File: src/rtl/seq_shift_pkg.sv
// +----------------------------------------------------------------------+
// | seq_shift_pkg : shared mode and FSM state encodings for seq_shift_unit|
// | Revision 1.0                                                          |
// +----------------------------------------------------------------------+
`default_nettype none

package seq_shift_pkg;

  localparam logic [1:0] MODE_LSL = 2'b00;
  localparam logic [1:0] MODE_LSR = 2'b01;
  localparam logic [1:0] MODE_ASR = 2'b10;
  localparam logic [1:0] MODE_ROR = 2'b11;

  typedef enum logic [1:0] {
    ST_IDLE  = 2'd0,
    ST_SHIFT = 2'd1,
    ST_DONE  = 2'd2
  } state_t;

endpackage

`default_nettype wire

File: src/rtl/seq_shift_unit_if.sv
// +----------------------------------------------------------------------+
// | seq_shift_if : control/data bundle for seq_shift_unit                 |
// | Optional sticky output present when SEQ_SHIFT_STICKY_EN is defined.   |
// | Revision 1.0                                                          |
// +----------------------------------------------------------------------+
`default_nettype none

interface seq_shift_if #(
  parameter int WIDTH = 8,
  parameter int AMT_W = 4
);
  logic             clr;
  logic             load;
  logic [WIDTH-1:0] data_in;
  logic             start;
  logic [1:0]       mode;
  logic [AMT_W-1:0] amount;
  logic [WIDTH-1:0] q;
  logic             shift_out;
  logic             busy;
  logic             done;
`ifdef SEQ_SHIFT_STICKY_EN
  logic             sticky;

  modport master (output clr, load, data_in, start, mode, amount,
                  input  q, shift_out, busy, done, sticky);
  modport slave  (input  clr, load, data_in, start, mode, amount,
                  output q, shift_out, busy, done, sticky);
`else
  modport master (output clr, load, data_in, start, mode, amount,
                  input  q, shift_out, busy, done);
  modport slave  (input  clr, load, data_in, start, mode, amount,
                  output q, shift_out, busy, done);
`endif
endinterface

`default_nettype wire

File: src/rtl/seq_shift_unit_shift_step.sv
// +----------------------------------------------------------------------+
// | shift_step : combinational single-bit step for all four shift modes   |
// | Revision 1.0                                                          |
// +----------------------------------------------------------------------+
`default_nettype none

module shift_step
  import seq_shift_pkg::*;
#(
  parameter int WIDTH = 8
) (
  input  logic [WIDTH-1:0] q,
  input  logic [1:0]       mode,
  output logic [WIDTH-1:0] q_next,
  output logic             out_bit
);

  always_comb begin
    q_next  = q;
    out_bit = q[0];
    case (mode)
      MODE_LSL: begin
        out_bit = q[WIDTH-1];
        q_next  = {q[WIDTH-2:0], 1'b0};
      end
      MODE_LSR: q_next = {1'b0, q[WIDTH-1:1]};
      MODE_ASR: q_next = {q[WIDTH-1], q[WIDTH-1:1]};
      default:  q_next = {q[0], q[WIDTH-1:1]};
    endcase
  end

endmodule

`default_nettype wire

File: src/rtl/seq_shift_unit.sv
// +----------------------------------------------------------------------+
// | seq_shift_unit : operand register with multi-cycle LSL/LSR/ASR/ROR    |
// | engine, start/busy/done handshake. Macro: SEQ_SHIFT_STICKY_EN.        |
// | Revision 1.0                                                          |
// +----------------------------------------------------------------------+
`default_nettype none

module seq_shift_unit
  import seq_shift_pkg::*;
#(
  parameter int WIDTH = 8,
  parameter int AMT_W = 4
) (
  input  logic       clk,
  input  logic       rst,
  seq_shift_if.slave bus
);

  localparam logic [AMT_W-1:0] c_width = AMT_W'(WIDTH);

  state_t           r_state, w_state_next;
  logic [WIDTH-1:0] r_q, w_q_next;
  logic             r_so, w_so_next;
  logic [1:0]       r_mode, w_mode_next;
  logic [AMT_W-1:0] r_cnt, w_cnt_next;
  logic [AMT_W-1:0] w_eff_cnt;
  logic [WIDTH-1:0] w_step_q;
  logic             w_step_out;
`ifdef SEQ_SHIFT_STICKY_EN
  logic             r_sticky, w_sticky_next;
`endif

  shift_step #(.WIDTH(WIDTH)) u_step (
    .q       (r_q),
    .mode    (r_mode),
    .q_next  (w_step_q),
    .out_bit (w_step_out)
  );

  // Rotations wrap; the other modes saturate at WIDTH so over-range fully flushes.
  always_comb begin
    w_eff_cnt = bus.amount;
    if (bus.mode == MODE_ROR)
      w_eff_cnt = bus.amount % c_width;
    else if (bus.amount > c_width)
      w_eff_cnt = c_width;
  end

  always_comb begin
    w_state_next = r_state;
    w_q_next     = r_q;
    w_so_next    = r_so;
    w_mode_next  = r_mode;
    w_cnt_next   = r_cnt;
`ifdef SEQ_SHIFT_STICKY_EN
    w_sticky_next = r_sticky;
`endif
    if (bus.clr) begin
      w_state_next = ST_IDLE;
      w_q_next     = '0;
      w_so_next    = 1'b0;
`ifdef SEQ_SHIFT_STICKY_EN
      w_sticky_next = 1'b0;
`endif
    end else begin
      case (r_state)
        ST_IDLE: begin
          if (bus.load) begin
            w_q_next = bus.data_in;
          end else if (bus.start) begin
            w_mode_next  = bus.mode;
            w_cnt_next   = w_eff_cnt;
            w_state_next = (w_eff_cnt == '0) ? ST_DONE : ST_SHIFT;
`ifdef SEQ_SHIFT_STICKY_EN
            w_sticky_next = 1'b0;
`endif
          end
        end
        ST_SHIFT: begin
          w_q_next   = w_step_q;
          w_so_next  = w_step_out;
          w_cnt_next = r_cnt - AMT_W'(1);
`ifdef SEQ_SHIFT_STICKY_EN
          w_sticky_next = r_sticky | w_step_out;
`endif
          if (r_cnt == AMT_W'(1))
            w_state_next = ST_DONE;
        end
        default: w_state_next = ST_IDLE;
      endcase
    end
  end

  always_ff @(posedge clk) begin
    if (rst) begin
      r_state <= ST_IDLE;
      r_q     <= '0;
      r_so    <= 1'b0;
      r_mode  <= MODE_LSL;
      r_cnt   <= '0;
`ifdef SEQ_SHIFT_STICKY_EN
      r_sticky <= 1'b0;
`endif
    end else begin
      r_state <= w_state_next;
      r_q     <= w_q_next;
      r_so    <= w_so_next;
      r_mode  <= w_mode_next;
      r_cnt   <= w_cnt_next;
`ifdef SEQ_SHIFT_STICKY_EN
      r_sticky <= w_sticky_next;
`endif
    end
  end

  assign bus.q         = r_q;
  assign bus.shift_out = r_so;
  assign bus.busy      = (r_state == ST_SHIFT);
  assign bus.done      = (r_state == ST_DONE);
`ifdef SEQ_SHIFT_STICKY_EN
  assign bus.sticky    = r_sticky;
`endif

endmodule

`default_nettype wire

File: src/flat_wrapper.sv
// flat-port wrapper written by rule: the top's interface ports become plain ports
module seq_shift_unit_flat import seq_shift_pkg::*;
#(
  parameter int WIDTH = 8,
  parameter int AMT_W = 4
)
  (clk, rst, bus_clr, bus_load, bus_data_in, bus_start, bus_mode, bus_amount, bus_q, bus_shift_out, bus_busy, bus_done);
  seq_shift_if #(.WIDTH(WIDTH), .AMT_W(AMT_W)) bus_i ();
  input  logic clk;
  input  logic rst;
  input wire logic [$bits(bus_i.clr)-1:0] bus_clr;
  input wire logic [$bits(bus_i.load)-1:0] bus_load;
  input wire logic [$bits(bus_i.data_in)-1:0] bus_data_in;
  input wire logic [$bits(bus_i.start)-1:0] bus_start;
  input wire logic [$bits(bus_i.mode)-1:0] bus_mode;
  input wire logic [$bits(bus_i.amount)-1:0] bus_amount;
  output wire logic [$bits(bus_i.q)-1:0] bus_q;
  output wire logic [$bits(bus_i.shift_out)-1:0] bus_shift_out;
  output wire logic [$bits(bus_i.busy)-1:0] bus_busy;
  output wire logic [$bits(bus_i.done)-1:0] bus_done;
  assign bus_i.clr = bus_clr;
  assign bus_i.load = bus_load;
  assign bus_i.data_in = bus_data_in;
  assign bus_i.start = bus_start;
  assign bus_i.mode = bus_mode;
  assign bus_i.amount = bus_amount;
  assign bus_q = bus_i.q;
  assign bus_shift_out = bus_i.shift_out;
  assign bus_busy = bus_i.busy;
  assign bus_done = bus_i.done;
  seq_shift_unit #(.WIDTH(WIDTH), .AMT_W(AMT_W)) u_core (.clk(clk), .rst(rst), .bus(bus_i));
endmodule
File: config.mk
export PLATFORM = sky130hd
export DESIGN_NAME = seq_shift_unit_flat
export DESIGN_NICKNAME = d
export VERILOG_FILES = /design/src/rtl/seq_shift_pkg.sv /design/src/rtl/seq_shift_unit_if.sv /design/src/rtl/seq_shift_unit_shift_step.sv /design/src/rtl/seq_shift_unit.sv /design/src/flat_wrapper.sv
export SDC_FILE = /design/constraint.sdc
export NUM_CORES = 1
export LEC_CHECK = 0
export ABC_AREA = 1
export CORE_MARGIN = 2
export CORE_UTILIZATION = 45
export DETAILED_ROUTE_END_ITERATION = 7
export GPL_TIMING_DRIVEN = 0
export PLACE_DENSITY = 0.83
export SYNTH_ARGS = -nofsm -noshare
export SYNTH_HDL_FRONTEND = slang
export SYNTH_SLANG_ARGS = --single-unit
File: constraint.sdc
create_clock -name clk -period 1.74 [get_ports clk]
set_clock_uncertainty 0.15 [all_clocks]
set_input_delay 0.261 -clock clk [delete_from_list [all_inputs] [get_ports clk]]
set_output_delay 0.261 -clock clk [all_outputs]
set_load 0.01 [all_outputs]
=== Word level (Yosys, flattened, before mapping) ===
Cells that the tools add are included.

* Register bits: 17
* Logic and storage cells: 45

* Reduce and logical (&&, ||, !) cells: 10
* Add/subtract/negate cells: 1
* $lt $le $gt $ge: 1
* Muxes and demuxes: 14
* Bitwise gates (word level): 2
* Equal/unequal tests: 11

{| class="wikitable"
|+ Operators by type and width
! kind !! count
|-
| $pmux W8 S3 || 1
|-
| $mux W4 || 4
|-
| $pmux W8 S2 || 1
|-
| $mux W2 || 4
|-
| $mux W8 || 1
|-
| $ne A2 B2 Y1 const B || 4
|-
| $pmux W4 S2 || 1
|-
| $reduce_and A4 Y1 || 2
|-
| $eq A2 B2 Y1 const B || 3
|-
| $reduce_and A3 Y1 || 2
|-
| $eq A2 B1 Y1 const B || 2
|-
| $eq A4 B1 Y1 const B || 1
|-
| $gt A4 B4 Y1 const B || 1
|-
| $logic_not A2 Y1 || 2
|-
| $logic_not A4 Y1 || 1
|-
| $pmux W2 S2 || 1
|-
| $sub A4 B1 Y4 const B || 1
|-
| $ne A2 B1 Y1 const B || 1
|-
| $not A1 Y1 || 2
|-
| $reduce_and A2 Y1 || 1
|-
| $reduce_bool A2 Y1 || 1
|-
| $reduce_or A2 Y1 || 1
|-
| $mux W1 || 1
|}

=== Depth between registers and ports, before layout ===
Gate-level depths: netlist of run 1.

* Depth after elaboration: 8
* Mapped depth: 7

=== By module ===
From an unflattened synthesis of run 1, not the netlist that was laid out.

* Cell total of the unflattened synthesis: 162
* Area total of the unflattened synthesis: 1,024.7 sq um

{| class="wikitable"
|+ By module, submodules not included
! module !! area an instance (sq um) !! times used !! cells an instance
|-
| seq_shift_unit || 868.3 || 1 || 131
|-
| shift_step || 156.4 || 1 || 31
|}

=== Worst setup path before layout of run 1 ===
Ideal clock, no wire load.

* Path kind: register -> register
* Start point: register u_core.r_state[1]
* End point: register u_core.r_cnt[2]
* Arrival: 0.963 ns
* Path slack: 0.513 ns
* Data required time: 1.475 ns
* Stages on the path, launching flop included: 8
* Buffers on the path: 1
* Setup time: 0.115 ns
* Period minus slack after synthesis: 1.227 ns
* Cell sequence: dfxtp_1 inv_2 nand2_4 inv_2 buf_6 nand3_1 o21ai_1 o21a_1

* Longest elaborated chain between the ends: 3
* Elaborated cells between the ends (all ways): 7
* Those cells by class: eq/ne: 3; mux: 1; reduce/logical: 3

{| class="wikitable"
|+ Ends and longest elaborated chain
! item !! RTL line !! text
|-
| start, declared || seq_shift_unit.sv:21 || <nowiki>state_t r_state, w_state_next;</nowiki>
|-
| start signal, assigned || seq_shift_unit.sv:105 || <nowiki>r_state <= w_state_next;</nowiki>
|-
| $eq A2 B1 Y1 * || -- ||
|-
| via bus_busy || flat_wrapper.sv:19 || <nowiki>output wire logic [$bits(bus_i.busy)-1:0] bus_busy;</nowiki>
|-
| $reduce_bool A2 Y1 (no line) || -- ||
|-
| $reduce_and A4 Y1 (no line) || -- ||
|-
| end signal, assigned || seq_shift_unit.sv:109 || <nowiki>r_cnt <= w_cnt_next;</nowiki>
|-
| end, declared || seq_shift_unit.sv:25 || <nowiki>logic [AMT_W-1:0] r_cnt, w_cnt_next;</nowiki>
|}

Mark *: on every way through the listed nets, which the timed path passes. The rest lies on a longest branch.
A chain may end at the register's enable or synchronous reset.

=== Worst setup path in the final report of run 1 ===
* Start point: register u_core.r_q[7], in the netlist u_core.bus.q[7]
* End point: output port bus_q[7]

{| class="wikitable"
|+ RTL lines
! item !! RTL line !! text
|-
| start, declared || seq_shift_unit.sv:22 || <nowiki>logic [WIDTH-1:0] r_q, w_q_next;</nowiki>
|-
| start signal, assigned || seq_shift_unit.sv:106 || <nowiki>r_q <= w_q_next;</nowiki>
|-
| end, declared || flat_wrapper.sv:17 || <nowiki>output wire logic [$bits(bus_i.q)-1:0] bus_q;</nowiki>
|}

No word-level cell between the ends.

==> run_results.csv, run 1 <==
group,metric,value,unit
synthesis,ys.flop_type,"dfxtp_1",
power_and_ir_drop,power_switching,0.262,mW
synthesis,ys_async_sr_fraction,0,%
synthesis,syn-cell-area,965,µm²
synthesis,ys_ff_latch,17,
cts,cts_root_buffer,"clkbuf_4",
timing,rsz0062_at_grt,"false",
global_route,overflow,0,
timing,tightest_slew,0.471,ns
synthesis,synth.avg_cell_area,6.52,µm²
cts,htree_num_levels,1,
drt,antenna_left,0,
die,die_x,50.3,µm
finish,design_area,1310,µm²
finish,nFillCells,195,
placed_design,place_congestion,0.783,
finish,layout_common_cells,"clkdlybuf4s50_1 (27), nand2_1 (26), a21oi_1 (25)",
placed_design,dpl.hpwl,1930,µm
finish,syn_to_final_growth,35.9,%
timing,min_period,1.67,ns
power_and_ir_drop,seq_power_share,49.8,%
power_and_ir_drop,ir_worst_vdd,0.000497,V
finish,mostFrequentLayoutCell,"clkdlybuf4s50_1",
die,rows,16,
placed_design,placed_area,1290,µm²
power_and_ir_drop,combPwrFrac,24.8,%
critical_path,cp.arrival,1.26,ns
drt,drc,0,
die,start_util,48.2,%
cts,clock-sinks,17,
synthesis,synth_cell_types,20,
power_and_ir_drop,p_leak,0.570,nW
placed_design,io_buffer_count,29,
timing,hold_viol_final,0,
power_and_ir_drop,p_clk_share,25.4,%
die,core_area,2000,µm²
cts,cts_tree,"built",
cts,cts_setup_buffers,0,
die,dieArea,2530,µm²
global_route,grt_pass1_wl,4280,µm
synthesis,yosysSeqAreaShare,35.3,%
drt,vias,1088,
timing,finalSetupViolCount,0,
power_and_ir_drop,internal_power,0.601,mW
critical_path,worstPathRequired,1.33,ns
cts,clk_latency,0.29,ns
synthesis,syn-num-nets,169,
timing,post-route-period-util,96.2,%
cts,path_clk_slew,0.10,ns
die,ios,30,
critical_path,cp_num_buf_inv,1,
global_route,grt_usage,22.0,%
synthesis,synth_warnings,0,
critical_path,slowest_delay,0.56,ns
timing,slew_violations,0,
drt,firstDrtPassIters,4,
global_route,grt_pass1_vias,985,
die,die_h,50.3,µm
timing,hold_ws,0.351,ns
critical_path,worst-path-max-fanout,4,
cts,cts_buffers,3,
critical_path,path_delay_family,"buffers and inverters",
synthesis,netlist_instances,148,
finish,multi_input_comb_area,531,µm²
finish,nets,203,
status,outcome,"completed",
drt,avgViaCountPerCell,5.23,
timing,slew_headroom,68.5,%
drt,drt_iter0_markers,24,
power_and_ir_drop,power.density,658,nW/µm²
run,cap_violations,0,
finish,n_antenna_cell,0,
synthesis,synth-edff-count,0,
critical_path,worst_path_max_delay_cell,"clkdlybuf4s50_1",
cts,clockBufferDepth,2,
timing,fmax,597,MHz
worst_hold_path,hold_path_class,"flip-flop to flip-flop",
critical_path,startpoint_type,"flip-flop",
critical_path,setup.worst_path.class,"flip-flop to primary output",
global_route,antenna_found_initial,0,
power_and_ir_drop,swShare,30.4,%
critical_path,cp_cell_sequence,"clkdlybuf4s50_1",
critical_path,worstSetupEndpointType,"primary output",
drt,wl,2540,µm
global_route,grt_max_degree,11,
finish,layout-drive-gt1-share,8.29,%
drt,avgRoutedWirePerCell,12.2,µm
finish,ff_latch_area,343,µm²
-- worst register-to-register path, delay by kind of cell (launching register included) --
| kind | cells | cell delay [ns] |
|---|---|---|
| flops | 1 | 0.37 |
| buf+inv | 1 | 0.20 |
| compound gates | 3 | 0.61 |
-- per-layer routing --
metal / wire length, µm / track usage, % / vias to the layer above
met5: 0 / 0 / -
met4: 34 / 8.56 / 0
met3: 129 / 5.65 / 6
met2: 1270 / 36.6 / 28
met1: 1100 / 27.0 / 500
li1: - / - / 554
-- Yosys cell counts, types with 2 or more instances --
cell type / instances / area share, %
nand2_1: 26 / 10
inv_2: 3 / 1.2
nor2_1: 17 / 6.6
dfxtp_1: 17 / 35
a21oi_1: 25 / 13
ha_1: 2 / 2.6
o211ai_1: 2 / 1.6
o21ai_0: 13 / 6.7
nand3_1: 13 / 6.7
o21ai_1: 2 / 1.0
inv_1: 19 / 7.4
-- layout make-up --
type	count	area share, %
multi-input cells	108	40.5
flip-flops and latches	17	26.1
repair buffers	29	21.7
inverters	22	6.30
well taps	27	2.58
clock buffers	4	2.00
plain buffers	1	0.859
-- sequential cells by signal (all words and copies together) (netlist names) --
register and cells:
u_core.bus.q 8, u_core.r_cnt 4, u_core.r_mode 2, u_core.r_state 2, u_core.bus.shift_out 1
-- through the flow --
step / utilization (%) / setup TNS (ns) / setup slack, ns / std cells / power [mW]
4_1_cts: 65.8 / 0 / 0.0332 / 208 / 0.870
3_5_place_dp: 64.4 / -0.350 / -0.0594 / 204 / 0.651
6_report: 65.5 / 0 / 0.0662 / 208 / 0.862
2_1_floorplan: - / 0 / 0.513 / 148 / 0.554
3_3_place_gp: 64.4 / -0.0116 / -0.00574 / 204 / 0.643
5_1_grt: 65.5 / 0 / 0.0252 / 208 / 0.917
-- timing repair --
action	in CTS	in global routing
hold buffers	0	0
endpoints found under the setup margin	2	1
hold endpoints to repair	0	0
gates resized for setup	5	1
-- kinds of logic (layout without fill, tap and decap cells) --
logic type                 Yosys count  in the layout  synth area share [%]
AOI/OAI and AO/OA                   45             45                  24.6
DFF                                 17             17                  35.3
buffers and inverters               23             56                  9.73
and+or+nand+nor                     61             61                  27.8
adders and majority gates            2              2                  2.59
-- path summary, 6_finish.rpt --
kind,startpoint,end,slack [ns],depth (start not counted)
setup / recovery,u_core.bus.q[7],bus_q[7],0.07,1
hold / removal,u_core.r_cnt[3],u_core.r_cnt[3],0.35,2
hold reg to reg,u_core.r_cnt[3],u_core.r_cnt[3],0.35,2
setup reg to reg,u_core.r_state[0],u_core.bus.q[3],0.31,4
-- power by group through the flow --
stage / Combinational [mW] / Clock (mW) / Sequential (mW)
2_1_floorplan: 0.115 / 0 / 0.439
3_3_place_gp: 0.206 / 0 / 0.437
3_5_place_dp: 0.213 / 0 / 0.438
4_1_cts: 0.213 / 0.227 / 0.429
5_1_grt: 0.240 / 0.243 / 0.433
6_report: 0.214 / 0.219 / 0.430
Power figures use the tool's default switching activity.
==> run 2: changes to the inputs <==
- CAP_MARGIN: not set -> 20
==> results of run 2 <==
Final layout, timing and power as in run 1 (identical DEF).
==> run 3: changes to the inputs <==
- CAP_MARGIN: 20 -> 25
==> results of run 3 <==
Final layout, timing and power as in run 1 (identical DEF).
